[src/rtl/mem_arb_pkg.sv]
// mem_arb_pkg: shared encodings for the two-port BRAM arbiter.
// Imported by the arbiter top and its picker.
package mem_arb_pkg;

  typedef enum logic [1:0] {
    IDLE   = 2'b00,
    ACCESS = 2'b01,
    RESP   = 2'b10
  } arb_state_e;

  localparam logic PORT_C = 1'b0;
  localparam logic PORT_D = 1'b1;

  localparam int STARVE_W = 4;

endpackage

[src/rtl/arb_pick2.sv]
// arb_pick2: combinational two-way winner select.
// Round-robin or CPU-first with a starvation override for port D.
module arb_pick2
  import mem_arb_pkg::*;
#(
  parameter bit CPU_PRIORITY = 1'b0
) (
  input  logic c_req,
  input  logic d_req,
  input  logic rr_last,
  input  logic starved,
  output logic winner
);

  logic both;

  assign both = c_req & d_req;

  always_comb begin
    winner = PORT_C;
    unique case (1'b1)
      (d_req && !c_req):
        winner = PORT_D;
      (both && CPU_PRIORITY):
        winner = starved ? PORT_D : PORT_C;
      (both && !CPU_PRIORITY):
        winner = ~rr_last;
      default:
        winner = PORT_C;
    endcase
  end

endmodule

[src/rtl/mem_arbiter.sv]
// mem_arbiter: shares one single-port BRAM between the CPU (C) and a DMA master (D).
// One grant per IDLE sample; reads occupy three cycles, writes two.
module mem_arbiter
  import mem_arb_pkg::*;
#(
  parameter int AW           = 16,
  parameter int DW           = 16,
  parameter int CPU_PRIORITY = 0,
  parameter int MAX_STARVE   = 4
) (
  input  logic          clk,
  input  logic          reset,
  input  logic          c_req,
  input  logic          c_we,
  input  logic [AW-1:0] c_addr,
  input  logic [DW-1:0] c_wdata,
  output logic          c_gnt,
  output logic          c_rvalid,
  output logic [DW-1:0] c_rdata,
  input  logic          d_req,
  input  logic          d_we,
  input  logic [AW-1:0] d_addr,
  input  logic [DW-1:0] d_wdata,
  output logic          d_gnt,
  output logic          d_rvalid,
  output logic [DW-1:0] d_rdata,
  output logic [AW-1:0] mem_addr,
  output logic [DW-1:0] mem_wdata,
  output logic          mem_we,
  input  logic [DW-1:0] mem_rdata
);

  localparam logic [STARVE_W-1:0] STARVE_MAX =
    STARVE_W'(MAX_STARVE);

  arb_state_e state, state_nx;

  logic                sel;
  logic                rr_last;
  logic                winner;
  logic                grant;
  logic                starved;
  logic                pick_we;
  logic [STARVE_W-1:0] starve_cnt, starve_nx;

  logic          c_gnt_nx, d_gnt_nx;
  logic          c_rvalid_nx, d_rvalid_nx;
  logic          mem_we_nx;
  logic [DW-1:0] c_rdata_nx, d_rdata_nx;

  assign grant   = (state == IDLE) && (c_req || d_req);
  assign starved = (starve_cnt == STARVE_MAX);
  assign pick_we = (winner == PORT_D) ? d_we : c_we;

  arb_pick2 #(
    .CPU_PRIORITY(CPU_PRIORITY != 0)
  ) u_pick (
    .c_req  (c_req),
    .d_req  (d_req),
    .rr_last(rr_last),
    .starved(starved),
    .winner (winner)
  );

  // D only ages when it asked and lost; any D grant clears it.
  always_comb begin
    starve_nx = starve_cnt;
    if (grant) begin
      if (winner == PORT_D)
        starve_nx = '0;
      else if (d_req && !starved)
        starve_nx = starve_cnt + 1'b1;
    end
  end

  always_comb begin
    state_nx = state;
    unique case (state)
      IDLE:    if (c_req || d_req) state_nx = ACCESS;
      ACCESS:  state_nx = mem_we ? IDLE : RESP;
      RESP:    state_nx = IDLE;
      default: state_nx = IDLE;
    endcase
  end

  always_comb begin
    c_gnt_nx    = 1'b0;
    d_gnt_nx    = 1'b0;
    c_rvalid_nx = 1'b0;
    d_rvalid_nx = 1'b0;
    mem_we_nx   = 1'b0;
    c_rdata_nx  = c_rdata;
    d_rdata_nx  = d_rdata;
    unique case (state)
      IDLE: begin
        if (grant) begin
          c_gnt_nx  = (winner == PORT_C);
          d_gnt_nx  = (winner == PORT_D);
          mem_we_nx = pick_we;
        end
      end
      RESP: begin
        if (sel == PORT_D) begin
          d_rvalid_nx = 1'b1;
          d_rdata_nx  = mem_rdata;
        end else begin
          c_rvalid_nx = 1'b1;
          c_rdata_nx  = mem_rdata;
        end
      end
      default: ;
    endcase
  end

  always_ff @(posedge clk) begin
    if (!reset) begin
      state      <= IDLE;
      sel        <= PORT_C;
      rr_last    <= PORT_D;
      starve_cnt <= '0;
      mem_addr   <= '0;
      mem_wdata  <= '0;
      mem_we     <= 1'b0;
      c_gnt      <= 1'b0;
      d_gnt      <= 1'b0;
      c_rvalid   <= 1'b0;
      d_rvalid   <= 1'b0;
      c_rdata    <= '0;
      d_rdata    <= '0;
    end else begin
      state      <= state_nx;
      starve_cnt <= starve_nx;
      mem_we     <= mem_we_nx;
      c_gnt      <= c_gnt_nx;
      d_gnt      <= d_gnt_nx;
      c_rvalid   <= c_rvalid_nx;
      d_rvalid   <= d_rvalid_nx;
      c_rdata    <= c_rdata_nx;
      d_rdata    <= d_rdata_nx;
      if (grant) begin
        sel       <= winner;
        rr_last   <= winner;
        mem_addr  <= (winner == PORT_D) ? d_addr : c_addr;
        mem_wdata <= (winner == PORT_D) ? d_wdata : c_wdata;
      end
    end
  end

endmodule

[config.mk]
export PLATFORM = sky130hd
export DESIGN_NAME = mem_arbiter
export DESIGN_NICKNAME = d
export VERILOG_FILES = /design/src/rtl/mem_arb_pkg.sv /design/src/rtl/arb_pick2.sv /design/src/rtl/mem_arbiter.sv
export SDC_FILE = /design/constraint.sdc
export NUM_CORES = 1
export LEC_CHECK = 0
export ABC_AREA = 1
export CAP_MARGIN = 10
export CORE_AREA = 2 2 93 95
export CTS_BUF_LIST = sky130_fd_sc_hd__clkbuf_4 sky130_fd_sc_hd__clkbuf_8
export CTS_CLUSTER_SIZE = 16
export DETAILED_ROUTE_END_ITERATION = 8
export DIE_AREA = 0 0 95 97
export GPL_TIMING_DRIVEN = 0
export PLACE_DENSITY = 0.8
export SLEW_MARGIN = 20
export SYNTH_ARGS = -nofsm -noshare
export SYNTH_HDL_FRONTEND = slang
export SYNTH_SLANG_ARGS = --single-unit
[constraint.sdc]
create_clock -name clk -period 1.6 [get_ports clk]
set_input_delay 0.16 -clock clk [delete_from_list [all_inputs] [get_ports clk]]
set_output_delay 0.16 -clock clk [all_outputs]
set_load 0.05 [all_outputs]
==> impl_metrics.tcl, run 1 <==
set metrics [dict create \
    path_class "register to output pin" \
    cts_buffers 9 \
    crit_family "buffers and inverters" \
    ys_ff_latch 73 \
    ys_seq_area_share_pct 40.4 \
    grt_max_degree 13 \
    cellLeakagePower_nw 2.73 \
    layout.nets 776 \
    clk_latency_ns 0.34 \
    initial_core_util_pct 44.5 \
    syn_avg_cell_area_um2 6.88 \
    clockPowerShare_pct 25.8 \
    syn_area_um2 3620 \
    die_y_um 97 \
    routed_wl_um 10100 \
    synth_area_leaders "dfxtp_1 40%, nand2_1 16%, nor2_1 10%" \
    grt_use_total_pct 22.5 \
    io_pins 155 \
    diodes 0 \
    clock_sinks 73 \
    use_met1_pct 25.7 \
    antenna_left 0 \
    cp.arrival_ns 1.24 \
    synth_common_cells "153 x nand2_1, 101 x nor2_1, 73 x dfxtp_1" \
    power.internal_mw 3.14 \
    cp_slowest_stage_delay_ns 0.57 \
    grt_pass1_vias 3706 \
    gr-total-overflow 0 \
    synth-compound-area-share_pct 9.23 \
    antenna_found_initial 0 \
    clockRootBuffer "clkbuf_8" \
    postPlaceCellArea_um2 5280 \
    route.detailed.drc 0 \
    synth_top_cell_area_share_pct 40.4 \
    regToRegSetupSlack_ns 0.43 \
    htreeDepth 3 \
    worstRegToRegCells 5 \
    synth_ff_type "dfxtp_1" \
    timing.rr.end "c_rdata[15]" \
    maxCapViolations 0 \
    clkTransAtPathRegs_ns 0.07 \
    clockBufferDepth 2 \
    synth-async-reset-ratio_pct 0 \
    tightest_slew_ns 0.547 \
    synth-adder-area-share_pct 0 \
    comb_power_share_pct 32.8 \
    setup_viol 0 \
    viasPerCell 4.74 \
    cts_tree "yes" \
    max_freq_mhz 712 \
    min_path_cells 3 \
    dp_hpwl_um 7820 \
    grt.busiest_layer "met2" \
    min_to "state[1]" \
    fin_crit_ns 1.40 \
    muxShareOfSynthArea_pct 0 \
    synth-simple-area-share_pct 35.9 \
    endpoint_kind "output pin" \
    period_share_pct 87.8 \
    synth_nets 612 \
    ys.warnings.count 0 \
    cp.required_ns 1.44 \
    row_count 33 \
    cp_max_fo 2 \
    drive_gt1_share_pct 7.93 \
    synthMostInstantiatedCell "nand2_1" \
    slowest_stage "dlygate4sd2_1" \
    p_per_area_nw_per_um2 910 \
    dr.pass1.iters 4 \
    switching_share_pct 35.7 \
    synth_top_cell_by_area "dfxtp_1" \
    syn_inst 526 \
    setup_tns_ns 0 \
    register_area_um2 1460 \
    start_kind "register" \
    p_seq_share_pct 41.4 \
    port_buffers 153 \
    met3_usage_pct 6.70 \
    run_status "finished clean" \
    multi_input_area_um2 1640 \
    vdd_drop_max_v 0.000448 \
    cts_setup_buffers 0 \
    report.final.slew_viol_count 0 \
    max_slew_margin_pct 63.6 \
    synthXorXnorAreaFrac_pct 0 \
    p_switching_mw 1.74 \
    fill_cells 719 \
    cp_cell_sequence "dlygate4sd2_1" \
    path_buf_inv 1 \
    die_width_um 95 \
    setup_slack_ns 0.195 \
    whs_ns 0.242 \
    wl_per_cell_um 12.7 \
    hold_path_startpoint "reset" \
    area_growth_syn_to_layout_pct 48.3 \
    use_met2_pct 39.3 \
    post-place-ws_ns 0.0629 \
    synth_top_family_by_area "simple AND/OR/NAND/NOR gates" \
    hold_path.class "input port to register" \
    synth_edf_count 0 \
    rsz0062_at_grt "no" \
    grt_pass1_wl_um 16600 \
    core_area_um2 8130 \
    routabilityCongestion 0.822 \
    final_area_um2 5370 \
    cp.depth 1 \
    r2r_start "sel" \
    hold_viol_final 0 \
    ys_types 20 \
    fin_skew_ns 0.00877 \
    dieArea_um2 9220 \
    num_vias 3785 \
    drtIter0Drc 90 \
]
## state kept, by name, indices dropped and copies added, names as in the netlist
name,cells
d_rdata,16
mem_addr,16
sel,1
rr_last,1
state,2
d_rvalid,1
d_gnt,1
mem_we,1
c_rvalid,1
c_rdata,16
mem_wdata,16
c_gnt,1
## how the worst max path moves through the flow
| stage | startpoint | endpoint | slack [ns] |
|---|---|---|---|
| 4_1_cts | d_rdata[11] | d_rdata[11] | 0.19 |
| 5_1_grt | mem_wdata[9] | mem_wdata[9] | 0.14 |
| 3_5_place_dp | d_req | mem_wdata[0] | 0.06 |
| 3_3_place_gp | d_req | mem_wdata[7] | 0.10 |
| 6_report | mem_we | mem_we | 0.20 |
| 2_1_floorplan | state[0] | mem_addr[10] | 0.57 |
## through the flow
stage | util, % | power (mW) | cells
after floorplan | - | 3.15 | 526
after global placement | 64.9 | 3.73 | 784
after detailed placement | 64.9 | 3.76 | 784
after CTS | 66.0 | 4.92 | 799
after global routing | 66.0 | 5.14 | 799
final | 66.0 | 4.89 | 799
## kinds of logic (layout without fill, tap and decap cells)
logic type,after synthesis,in the layout
buffers and inverters,93,261
flip-flops,73,73
AND/OR/NAND/NOR,310,310
AO/OA/AOI/OAI,50,50
## power groups by stage
stage               registers (mW)  clock network, mW  logic [mW]
floorplan                     2.52                  0       0.630
global placement              2.07                  0        1.67
detailed placement            2.07                  0        1.69
CTS                           2.02               1.29        1.61
global route                  2.04               1.35        1.75
finish                        2.02               1.26        1.60
## area by class of cell
class | instances | share of cell area (%)
buffer | 38 | 5.90
clock buffer | 10 | 2.56
clock inverter | 5 | 0.606
inverter | 55 | 3.85
multi-input combinational | 360 | 30.5
sequential | 73 | 27.2
tap | 105 | 2.45
timing repair buffer | 153 | 26.9
## placed cells by master, fill, tap and decap left out, types with 8 or more instances in the layout
cell type	Yosys	routed
nand3_1	33	33
nand4_1	16	16
clkdlybuf4s50_1	0	84
a21oi_1	17	17
buf_2	10	10
nand2_1	153	153
dfxtp_1	73	73
clkbuf_8	0	10
dlygate4sd2_1	0	69
buf_6	20	20
a21boi_0	8	8
inv_1	55	55
a21boi_1	24	24
nor2_1	101	101
## per-layer routing
metal / up-vias / wire length, um
li1: 1943 / -
met1: 1680 / 4110
met2: 143 / 4930
met3: 19 / 901
met4: 0 / 200
met5: - / 0
## timing repair
action,CTS,global route
resized for setup,69,0
hold buffers,0,0
endpoints found under the setup margin,69,0
No activity file was read; power rests on OpenSTA's default activity.
==> inputs of run 2 (changes only) <==
- REMOVE_ABC_BUFFERS: unset -> 1
==> impl_metrics.tcl, run 2 (same netlist as run 1, synthesis figures left out) <==
set metrics [dict create \
    grt_max_degree 48 \
    mostFrequentLayoutCells "151 x nand2_1, 101 x nor2_1, 83 x clkdlybuf4s50_1, 70 x dfxtp_1, 69 x dlygate4sd2_1" \
    timing.rr.end "sel" \
    drive_gt1_share_pct 5.71 \
    grt_use_total_pct 21.3 \
    final_common_cell "nand2_1" \
    cp_cell_sequence "clkdlybuf4s50_1, nand2_2, buf_12, nand2_1, inv_1, nand2_1, a21oi_1" \
    routabilityCongestion 0.764 \
    fin_skew_ns 0.0106 \
    die_width_um 95 \
    clock_sinks 73 \
    report.power.total_mw 5.17 \
    run_status "finished clean" \
    crit_top_cell "nand2_1" \
    setup_viol 0 \
    hold_viol_final 0 \
    post-place-ws_ns -0.388 \
    max_freq_mhz 694 \
    tightest_slew_ns 0.653 \
    clk_latency_ns 0.34 \
    fin_crit_ns 1.44 \
    dieArea_um2 9220 \
    setup_slack_ns 0.160 \
    drtIter0Drc 92 \
    max_slew_margin_pct 56.4 \
    wl_per_cell_um 12.5 \
    diodes 0 \
    clkTransAtPathRegs_ns 0.08 \
    dr.pass1.iters 4 \
    rsz0062_at_grt "no" \
    cp.required_ns 1.80 \
    grt_pass1_wl_um 15800 \
    die_y_um 97 \
    htreeDepth 3 \
    initial_core_util_pct 44.5 \
    stdcell_count 770 \
    num_vias 3630 \
    start_kind "input port" \
    core_area_um2 8130 \
    period_share_pct 90.0 \
    hold_path_startpoint "reset" \
    cp.arrival_ns 1.64 \
    hold_path.class "input port to register" \
    path_buf_inv 3 \
    endpoint_kind "register" \
    layout.nets 746 \
    port_buffers 154 \
    cellLeakagePower_nw 2.63 \
    report.final.slew_viol_count 0 \
    antenna_left 0 \
    whs_ns 0.276 \
    clockRootBuffer "clkbuf_8" \
    regToRegSetupSlack_ns 0.16 \
    min_path_cells 3 \
    io_pins 155 \
    grt_pass1_vias 3438 \
    cp_max_fo 42 \
    viasPerCell 4.71 \
    maxCapViolations 0 \
    cp_slowest_stage_delay_ns 0.53 \
    antenna_found_initial 0 \
    route.detailed.drc 0 \
    fin_util_pct 64.4 \
    area_growth_syn_to_layout_pct 44.7 \
    vdd_drop_max_v 0.000512 \
    slowest_stage "clkdlybuf4s50_1" \
    crit_family "buffers and inverters" \
    p_per_area_nw_per_um2 988 \
    worstRegToRegCells 6 \
    row_count 33 \
    post-place-cells 750 \
    clockBufferDepth 2 \
    cts_buffers 9 \
    r2r_start "rr_last" \
    routed_wl_um 9640 \
    cts_tree "yes" \
    path_class "input port to register" \
    gr-total-overflow 0 \
    dp_hpwl_um 6560 \
    min_to "mem_wdata[13]" \
]
[run 2: power breakdown]
part	leakage (nW)	total (mW)	internal (mW)	switching (mW)
combinational	1.91	1.51	0.534	0.981
sequential	0.600	2.04	1.96	0.0853
clock	0.117	1.62	0.926	0.690
[run 2: worst max path at each step]
stage	start	endpoint	slack, ns	depth (start not counted)
floorplan	rr_last	sel	-0.21	5
global placement	reset	state[1]	-1.70	3
detailed placement	state[0]	mem_wdata[5]	-0.39	6
CTS	state[0]	sel	0.01	5
global route	rr_last	sel	0.01	6
finish	c_req	sel	0.16	7
[run 2: cell type report]
class	instances	area, um^2
sequential	73	1470
timing repair buffer	159	1540
clock inverter	6	87.6
timing repair inverter	1	5.00
tap	105	131
multi-input combinational	361	1660
clock buffer	10	138
fill	746	2900
inverter	55	210
[run 2: metrics by stage]
step / setup TNS, ns / instance area, um^2
final: 0 / 5240
after global routing: 0 / 5240
after CTS: 0 / 5230
after detailed placement: -13.90 / 5040
after global placement: -104.14 / 4980
after floorplan: -3.64 / 3300
[run 2: tightest hold or removal path, stage by stage]
cell and delay, ns:
buf_2 0.26, nand2_1 0.13, nor2_1 0.03
[run 2: layer usage]
layer | track usage [%] | vias up | share of wire, %
met5 | 0 | - | 0
met4 | 5.24 | 0 | 0.82
met3 | 8.80 | 8 | 12
met2 | 36.1 | 151 | 46
met1 | 24.7 | 1588 | 41
li1 | - | 1883 | -
[run 2: what timing repair did]
action	CTS	global route
cloned	2	0
pin swaps	2	0
hold buffers	0	0
buffers inserted	2	0
resized for setup	73	3
setup endpoints to repair	124	40
==> inputs of run 3 (changes only) <==
- CTS_BUF_LIST: sky130_fd_sc_hd__clkbuf_4 sky130_fd_sc_hd__clkbuf_8 -> unset
==> results of run 3 <==
Final layout, timing and power as in run 2 (identical DEF).
